<file path="config.mk">
export PLATFORM = sky130hd
export DESIGN_NAME = axis_pkt_stats
export DESIGN_NICKNAME = d
export VERILOG_FILES = /design/src/rtl/axis_pkt_stats.sv
export SDC_FILE = /design/constraint.sdc
export NUM_CORES = 1
export LEC_CHECK = 0
export ABC_AREA = 1
export BUFFER_PORTS_ARGS = -buffer_cell sky130_fd_sc_hd__buf_2
export CORE_MARGIN = 2
export CORE_UTILIZATION = 50
export DETAILED_ROUTE_END_ITERATION = 12
export PLACE_DENSITY_LB_ADDON = 0.15
export SLEW_MARGIN = 0
export SYNTH_ARGS = -nofsm -noshare
export SYNTH_HDL_FRONTEND = slang
export SYNTH_SLANG_ARGS = --single-unit
</file>
<file path="constraint.sdc">
create_clock -name aclk -period 3.9 [get_ports aclk]
set_clock_uncertainty 0.15 [all_clocks]
set_input_delay 0 -clock aclk [delete_from_list [all_inputs] [get_ports aclk]]
set_output_delay 0 -clock aclk [all_outputs]
set_load 0.005 [all_outputs]
</file>
<file path="src/rtl/axis_pkt_stats.sv">
// AXI4-Stream pass-through with a two-entry skid buffer that counts beats per
// packet and emits one length report (with an oversize flag) per tlast.
module axis_pkt_stats #(
    parameter int TDATA_WIDTH = 8,
    parameter int LEN_WIDTH   = 16,
    parameter int MAX_LEN     = 1024
) (
    input  logic                   aclk,
    input  logic                   aresetn,
    input  logic                   s_axis_tvalid,
    output logic                   s_axis_tready,
    input  logic [TDATA_WIDTH-1:0] s_axis_tdata,
    input  logic                   s_axis_tkeep,
    input  logic                   s_axis_tlast,
    output logic                   m_axis_tvalid,
    input  logic                   m_axis_tready,
    output logic [TDATA_WIDTH-1:0] m_axis_tdata,
    output logic                   m_axis_tkeep,
    output logic                   m_axis_tlast,
    output logic                   len_tvalid,
    input  logic                   len_tready,
    output logic [LEN_WIDTH-1:0]   len_tdata,
    output logic                   len_err
);

    typedef enum logic [1:0] {
        ST_IDLE   = 2'd0,
        ST_IN_PKT = 2'd1,
        ST_REPORT = 2'd2
    } state_t;

    localparam int                   BEAT_W    = TDATA_WIDTH + 2;
    localparam logic [LEN_WIDTH-1:0] CNT_MAX   = {LEN_WIDTH{1'b1}};
    localparam logic [LEN_WIDTH-1:0] CNT_ONE   = {{(LEN_WIDTH-1){1'b0}}, 1'b1};
    localparam logic [31:0]          MAX_LEN_U = 32'(MAX_LEN);

    state_t              state_r;
    logic [BEAT_W-1:0]   skid_r;
    logic                skid_valid_r;
    logic [LEN_WIDTH-1:0] cnt_r;

    logic                 s_hs_s;
    logic                 len_hs_s;
    logic                 m_free_s;
    logic                 skid_load_s;
    logic                 skid_next_s;
    logic                 report_next_s;
    logic                 len_err_s;
    logic [LEN_WIDTH-1:0] cnt_inc_s;
    logic [BEAT_W-1:0]    s_beat_s;

    // Handshake decode, skid occupancy look-ahead and saturating count.
    always_comb begin
        s_hs_s      = s_axis_tvalid & s_axis_tready;
        len_hs_s    = len_tvalid & len_tready;
        m_free_s    = ~m_axis_tvalid | m_axis_tready;
        skid_load_s = s_hs_s & ~m_free_s;
        s_beat_s    = {s_axis_tlast, s_axis_tkeep, s_axis_tdata};
        if (skid_valid_r) begin
            skid_next_s = ~m_free_s;
        end else begin
            skid_next_s = skid_load_s;
        end
        if (cnt_r == CNT_MAX) begin
            cnt_inc_s = CNT_MAX;
        end else begin
            cnt_inc_s = cnt_r + CNT_ONE;
        end
        if (state_r == ST_REPORT) begin
            report_next_s = ~len_hs_s;
        end else begin
            report_next_s = s_hs_s & s_axis_tlast;
        end
        // A saturated count is treated as oversize since the true length is unknown.
        len_err_s = (cnt_inc_s == CNT_MAX) | (32'(cnt_inc_s) > MAX_LEN_U);
    end

    // Skid-buffer data path and registered upstream ready.
    always_ff @(posedge aclk or negedge aresetn) begin
        if (!aresetn) begin
            m_axis_tvalid <= 1'b0;
            m_axis_tdata  <= {TDATA_WIDTH{1'b0}};
            m_axis_tkeep  <= 1'b0;
            m_axis_tlast  <= 1'b0;
            skid_r        <= {BEAT_W{1'b0}};
            skid_valid_r  <= 1'b0;
            s_axis_tready <= 1'b0;
        end else begin
            if (m_free_s) begin
                if (skid_valid_r) begin
                    {m_axis_tlast, m_axis_tkeep, m_axis_tdata} <= skid_r;
                    m_axis_tvalid <= 1'b1;
                end else if (s_hs_s) begin
                    {m_axis_tlast, m_axis_tkeep, m_axis_tdata} <= s_beat_s;
                    m_axis_tvalid <= 1'b1;
                end else begin
                    m_axis_tvalid <= 1'b0;
                end
            end
            if (skid_load_s) begin
                skid_r <= s_beat_s;
            end
            skid_valid_r  <= skid_next_s;
            // Stay low for the whole cycle in which the skid register drains.
            s_axis_tready <= ~skid_valid_r & ~skid_next_s & ~report_next_s;
        end
    end

    // Packet FSM, beat counter and registered length report.
    always_ff @(posedge aclk or negedge aresetn) begin
        if (!aresetn) begin
            state_r    <= ST_IDLE;
            cnt_r      <= {LEN_WIDTH{1'b0}};
            len_tvalid <= 1'b0;
            len_tdata  <= {LEN_WIDTH{1'b0}};
            len_err    <= 1'b0;
        end else begin
            if (s_hs_s) begin
                if (s_axis_tlast) begin
                    cnt_r <= {LEN_WIDTH{1'b0}};
                end else begin
                    cnt_r <= cnt_inc_s;
                end
            end
            case (state_r)
                ST_IDLE, ST_IN_PKT: begin
                    if (s_hs_s && s_axis_tlast) begin
                        state_r    <= ST_REPORT;
                        len_tvalid <= 1'b1;
                        len_tdata  <= cnt_inc_s;
                        len_err    <= len_err_s;
                    end else if (s_hs_s) begin
                        state_r <= ST_IN_PKT;
                    end
                end
                ST_REPORT: begin
                    if (len_hs_s) begin
                        state_r    <= ST_IDLE;
                        len_tvalid <= 1'b0;
                    end
                end
                default: begin
                    state_r    <= ST_IDLE;
                    len_tvalid <= 1'b0;
                end
            endcase
        end
    end

endmodule
</file>
==> metrics, run 1 <==
initial core utilization 0.516; Seq cells post-synth 59; worst-path fanout max 11; initial drt markers 150; cell area after synthesis 2840 um2; Post-synth top flop dfrtp_1; Slowest cell on crit path dfrtp_1; post-DR vias/cell 5.04; FMAX 498 MHz; CP cell instances ha_1 > nand2_2 > nor2_4 > nand2_4 > nor2_4 > inv_2 > nand3_1 > nor2_1 > nand3_2 > nand2_1 > nand2_1; DR DRC count 0; Lkg Pwr 0.00169 uW; Post-Syn Instances 359; Vias 2508; relative slew slack 0.510; DIE AREA 6300 um2; initial antenna violation count 0; area grow syn2layout 21.1%; clock latency on the worst-skew pair 0.33 ns; gr ovfl total 0; worst endpoint required time 4.02 ns; Avg Cell Area, Syn 7.91 um2; Finished Core Util 0.625; Pre-antenna DRT Iters 4; family with the most delay on the worst path simple AND/OR/NAND/NOR gates; Num CTS Buffers 9; Die Y 79.4 um; CTS tree done; Final Routed Wirelength 6.39 mm; vias in the first global route 2384; Crit path buffers/inverters 1; Cell Rows 27; share of cells above drive strength 1 0.192; maximum root-to-sink buffer count 2; Slew Viols, Final 0; worst endpoint data arrival time 2.13 ns; Area contributors post-synth dfrtp_1 52%, nand2_1 17%, nor2_1 5.6%, inv_1 3.8%, a31oi_1 2.9%; Worst path max stage delay 0.40 ns; Distinct cells, synth 27; antenna cells 0; # Max-Cap Violations 0; Design Power 1960 uW; Worst-Margin Slew 0.734 ns; setup TNS 0 ns; Worst Hold Class in -> async; pwr dens 571 nW/um2; Yosys top cell area share 0.520; CP endpoint kind register; Final ANT Viol Nets 0; status completed; Ports 45; post-CTS sizing 0; Placed Area 3100 um2; number of synthesized flops with an enable pin 0; Final HPWL DP 4.36 mm; final hold slack 0.197 ns; most frequent cell after synthesis nand2_1; clock slew at reported path FFs 0.07 ns; largest net degree at the start of global routing 60; # H-tree levels 3; async set or reset register ratio after synthesis 1.00; port bufs 44; routability cong. 0.858; post-route minimum period 2.01 ns; global-route wire length before repair 11.0 mm; Max IR drop VDD 339 uV; Root Driver clkbuf_8; Die W 79.4 um; Post-layout nets 438; Synth top cells by count 125 x nand2_1, 59 x dfrtp_1, 42 x nor2_1; final hold viol count 0; yosys warns 0; register area share after synthesis 0.520; WL/cell 12.8 um; RSZ-0062 raised after global routing false; # setup viols final 0; nature of the critical path startpoint register; largest area contributor in the netlist dfrtp_1; area of the core 5510 um2; net count after synthesis 375; crit share post-route 0.515; gr usage total 0.228; kind of critical path reg -> reg; fin area 3440 um2; clk sink count 59
-- registers in the layout (all words and copies together) (netlist names) --
signal and count:
cnt_r 16, len_tdata 16, skid_r 10, m_axis_tdata 8, state_r 2, len_err 1
len_tvalid 1, m_axis_tkeep 1, m_axis_tlast 1, m_axis_tvalid 1, s_axis_tready 1, skid_valid_r 1
-- stage by stage --
| step | std cells | setup slack [ns] |
|---|---|---|
| 6_report | 498 | 1.89 |
| 2_1_floorplan | 359 | 2.22 |
| 4_1_cts | 498 | 1.89 |
| 3_3_place_gp | 466 | 1.92 |
| 5_1_grt | 498 | 1.70 |
| 3_5_place_dp | 466 | 1.90 |
-- power by group --
group	switching, uW	internal [uW]
sequential	107	791
clock	236	240
combinational	357	231
-- what timing repair did --
action,4_1_cts,5_1_grt
endpoints found under the setup margin,0,0
endpoints found under the hold margin,93,0
buffers inserted,0,0
hold buffers,17,0
-- worst register-to-register path: cells and delay by family, from the launching register on --
family	cells	cell delay, ns
AND/OR/NAND/NOR	9	1.06
flip-flops	1	0.40
buffers and inverters	1	0.12
adder cells (fa/ha/maj)	1	0.24
-- layer usage --
| metal | part of all wire | track usage | vias up |
|---|---|---|---|
| met5 | 0 | 0 | - |
| met4 | 0.017 | 0.117 | 0 |
| met3 | 0.040 | 0.0498 | 8 |
| met2 | 0.45 | 0.345 | 48 |
| met1 | 0.49 | 0.311 | 1178 |
| li1 | - | - | 1274 |
-- path summary, 6_finish.rpt --
kind,from,end,slack [ns],cells after the start
worst min-delay path,aresetn,cnt_r[13],0.20,3
min in group aclk,s_axis_tdata[1],skid_r[1],0.27,4
worst max-delay path,cnt_r[1],len_err,1.89,11
max in group asynchronous,aresetn,skid_r[3],2.93,3
worst min register to register,skid_r[7],skid_r[7],0.33,2
worst max register to register,cnt_r[1],len_err,1.89,11
-- logic make-up after synthesis --
kind of cell	after synthesis	share of synthesized area
and+or+nand+nor	209	0.314
DFF	59	0.520
AOI/OAI and AO/OA	46	0.0956
buffers and inverters	43	0.0630
xor gates and xnor gates	1	0.00308
adders and majority gates	1	0.00440
-- cells in the final DEF, fill, tap and decap left out, types with 3 or more instances in the layout --
cell,n
nand2_1,125
dfrtp_1,59
buf_2,44
nor2_1,42
inv_1,29
dlygate4sd3_1,17
nand3_1,15
a31oi_1,13
o21ai_0,10
clkbuf_8,10
o21ai_1,9
o22ai_1,8
nor3_1,6
nor2_2,6
nand4_1,5
nand2_2,4
nor2_4,4
inv_2,3
clkinv_2,3
-- layout make-up --
| cell class | count | area (um2) |
|---|---|---|
| clock inverter | 5 | 30.0 |
| sequential | 59 | 1480 |
| multi-input combinational | 257 | 1180 |
| fill | 498 | 2070 |
| inverter | 33 | 124 |
| tap | 72 | 90.1 |
| clock buffer | 10 | 138 |
| timing repair buffer | 62 | 398 |
Power figures use the tool's default switching activity.
==> run 2, diff against run 1 <==
- clock period: 3.9 -> 1.65 ns (I/O delays scaled with it)
==> metrics, run 2 (synthesized netlist as in run 1, its figures left out) <==
pwr dens 1360 nW/um2 (+140%); area of the core 5510 um2 (unchanged); Max IR drop VDD 992 uV (+190%); clock slew at reported path FFs 0.07 ns (about the same); worst endpoint required time 1.72 ns (-2.30 ns); area grow syn2layout 44.5%; # setup viols final 32 (+32); top flop regs cnt_r x16, len_tdata x16, skid_r x10; Cell Rows 27 (unchanged); initial drt markers 178 (+19%); initial core utilization 0.516 (unchanged); Lkg Pwr 0.00204 uW (+20%); DR DRC count 0 (unchanged); RSZ-0062 raised after global routing true; setup TNS -1.67 ns (-1.67 ns); Worst-Margin Slew 0.432 ns (-0.302 ns); Slew Viols, Final 0 (unchanged); final hold slack -0.0213 ns (-0.218 ns); Post-layout nets 480 (+9.6%); crit share post-route 1.09 (+0.574); Slowest cell on crit path dfrtp_1; share of cells above drive strength 1 0.356 (+0.164); Final HPWL DP 4.90 mm (+13%); Ports 45 (unchanged); CTS tree done; dpl cells 495 (+6.2%); Num CTS Buffers 9 (unchanged); antenna cells 0 (unchanged); # H-tree levels 3 (unchanged); Die Y 79.4 um (unchanged); commonest non-fill, non-tap cell in the layout nand2_1; clk sink count 59 (unchanged); kind of critical path reg -> reg; vias in the first global route 2686 (+13%); post-DR vias/cell 5.17 (+2.6%); nature of the critical path startpoint register; # Max-Cap Violations 0 (unchanged); final hold viol count 17 (+17); Final ANT Viol Nets 0 (unchanged); clock latency on the worst-skew pair 0.34 ns (about the same); Final WS setup -0.147 ns (-2.04 ns); worst-path fanout max 3 (-8); Design Power 5590 uW (+180%); worst endpoint data arrival time 1.87 ns (-0.26 ns); Root Driver clkbuf_8; Final Routed Wirelength 7.64 mm (+20%); global-route wire length before repair 12.1 mm (+9.8%); largest net degree at the start of global routing 43 (-28%); fin cells 541 (+8.6%); DIE AREA 6300 um2 (unchanged); initial antenna violation count 0 (unchanged); routability cong. 0.886 (+3.3%); port bufs 44 (unchanged); Finished Core Util 0.745 (+0.120); maximum root-to-sink buffer count 2 (unchanged); gr usage total 0.249 (+0.0204); gr ovfl total 0 (unchanged); Worst Hold Class in -> async; CP endpoint kind register; failing checks negative hold slack, negative setup slack; CP cell instances ha_4 > nor2_1 > nand2_1 > nor2_1 > nand2_1 > nor2_1 > nand3_1 > a21oi_1 > nand2_1; highest-count cells in the layout ignoring fill and taps 109 x nand2_1, 58 x dfrtp_1, 44 x buf_2; Die W 79.4 um (unchanged); WL/cell 14.1 um (+10%); status complete, but fails checks; relative slew slack 0.712 (+0.201); Pre-antenna DRT Iters 4 (unchanged); post-route minimum period 1.80 ns (-0.213 ns); Vias 2795 (+11%); FMAX 557 MHz (+12%); cells on worst reg2reg path 9 (-2); Worst path max stage delay 0.43 ns (+0.03 ns)
[run 2: cell count changes in the layout (fill, tap and decap cells not counted), sizes merged]
cell and delta:
buf +41, clkinvlp +3, dlygate4sd3 -2, inv -1
bufinv +2
[run 2: routing by layer]
metal,share of wire,GRT usage,up-vias
li1,-,-,1368
met1,0.46,0.329,1335
met2,0.49,0.406,77
met3,0.036,0.0452,15
met4,0.019,0.102,0
met5,0,0,-
[run 2: path summary, 6_finish.rpt]
kind,startpoint,endpoint,slack [ns]
worst min register to register,len_tdata[13],len_tdata[13],0.32
worst max-delay path,cnt_r[0],len_err,-0.15
worst min-delay path,aresetn,len_tdata[15],-0.02
worst max register to register,cnt_r[0],len_err,-0.15
max in group asynchronous,aresetn,cnt_r[2],0.79
min in group aclk,s_axis_tkeep,skid_r[8],0.27
[run 2: layout make-up]
type | count | area [um2]
inverters | 33 | 141
fillers | 391 | 1400
repair inverters | 3 | 22.5
repair buffers | 101 | 728
clock buffers | 10 | 138
clock inverters | 6 | 87.6
well taps | 72 | 90.1
flip-flops and latches | 59 | 1480
multi-input cells | 257 | 1420
[run 2: critical path, delay by kind of cell (launching register included)]
| family | cells | cell delay, ns |
|---|---|---|
| fa+ha+maj | 1 | 0.27 |
| compound gates | 1 | 0.16 |
| simple gates | 7 | 0.68 |
| flops | 1 | 0.43 |
[run 2: metrics by stage]
| step | hold slack, ns | cell area [um2] | setup WS, ns |
|---|---|---|---|
| detailed placement | -0.182 | 3340 | -0.0909 |
| floorplan | -0.446 | 2840 | 0.00612 |
| global placement | -0.186 | 3340 | -0.0659 |
| CTS | 0.0300 | 3790 | -0.0960 |
| finish | -0.0213 | 4100 | -0.147 |
| global route | 0.0406 | 4100 | -0.223 |
[run 2: repair_timing]
| item | 4_1_cts | 5_1_grt |
|---|---|---|
| hold buffers | 16 | 0 |
| setup endpoints to repair | 29 | 61 |
| gates resized for setup | 10 | 66 |
| pin swaps | 6 | 25 |
| setup buffers | 2 | 10 |
| gates cloned | 0 | 3 |
| endpoints found under the hold margin | 89 | 0 |
[run 2: report_power, final]
group          total (uW)  internal [uW]  switching, uW
Sequential           2150           1870            277
Combinational        1970            863           1110
Clock                1470            893            574
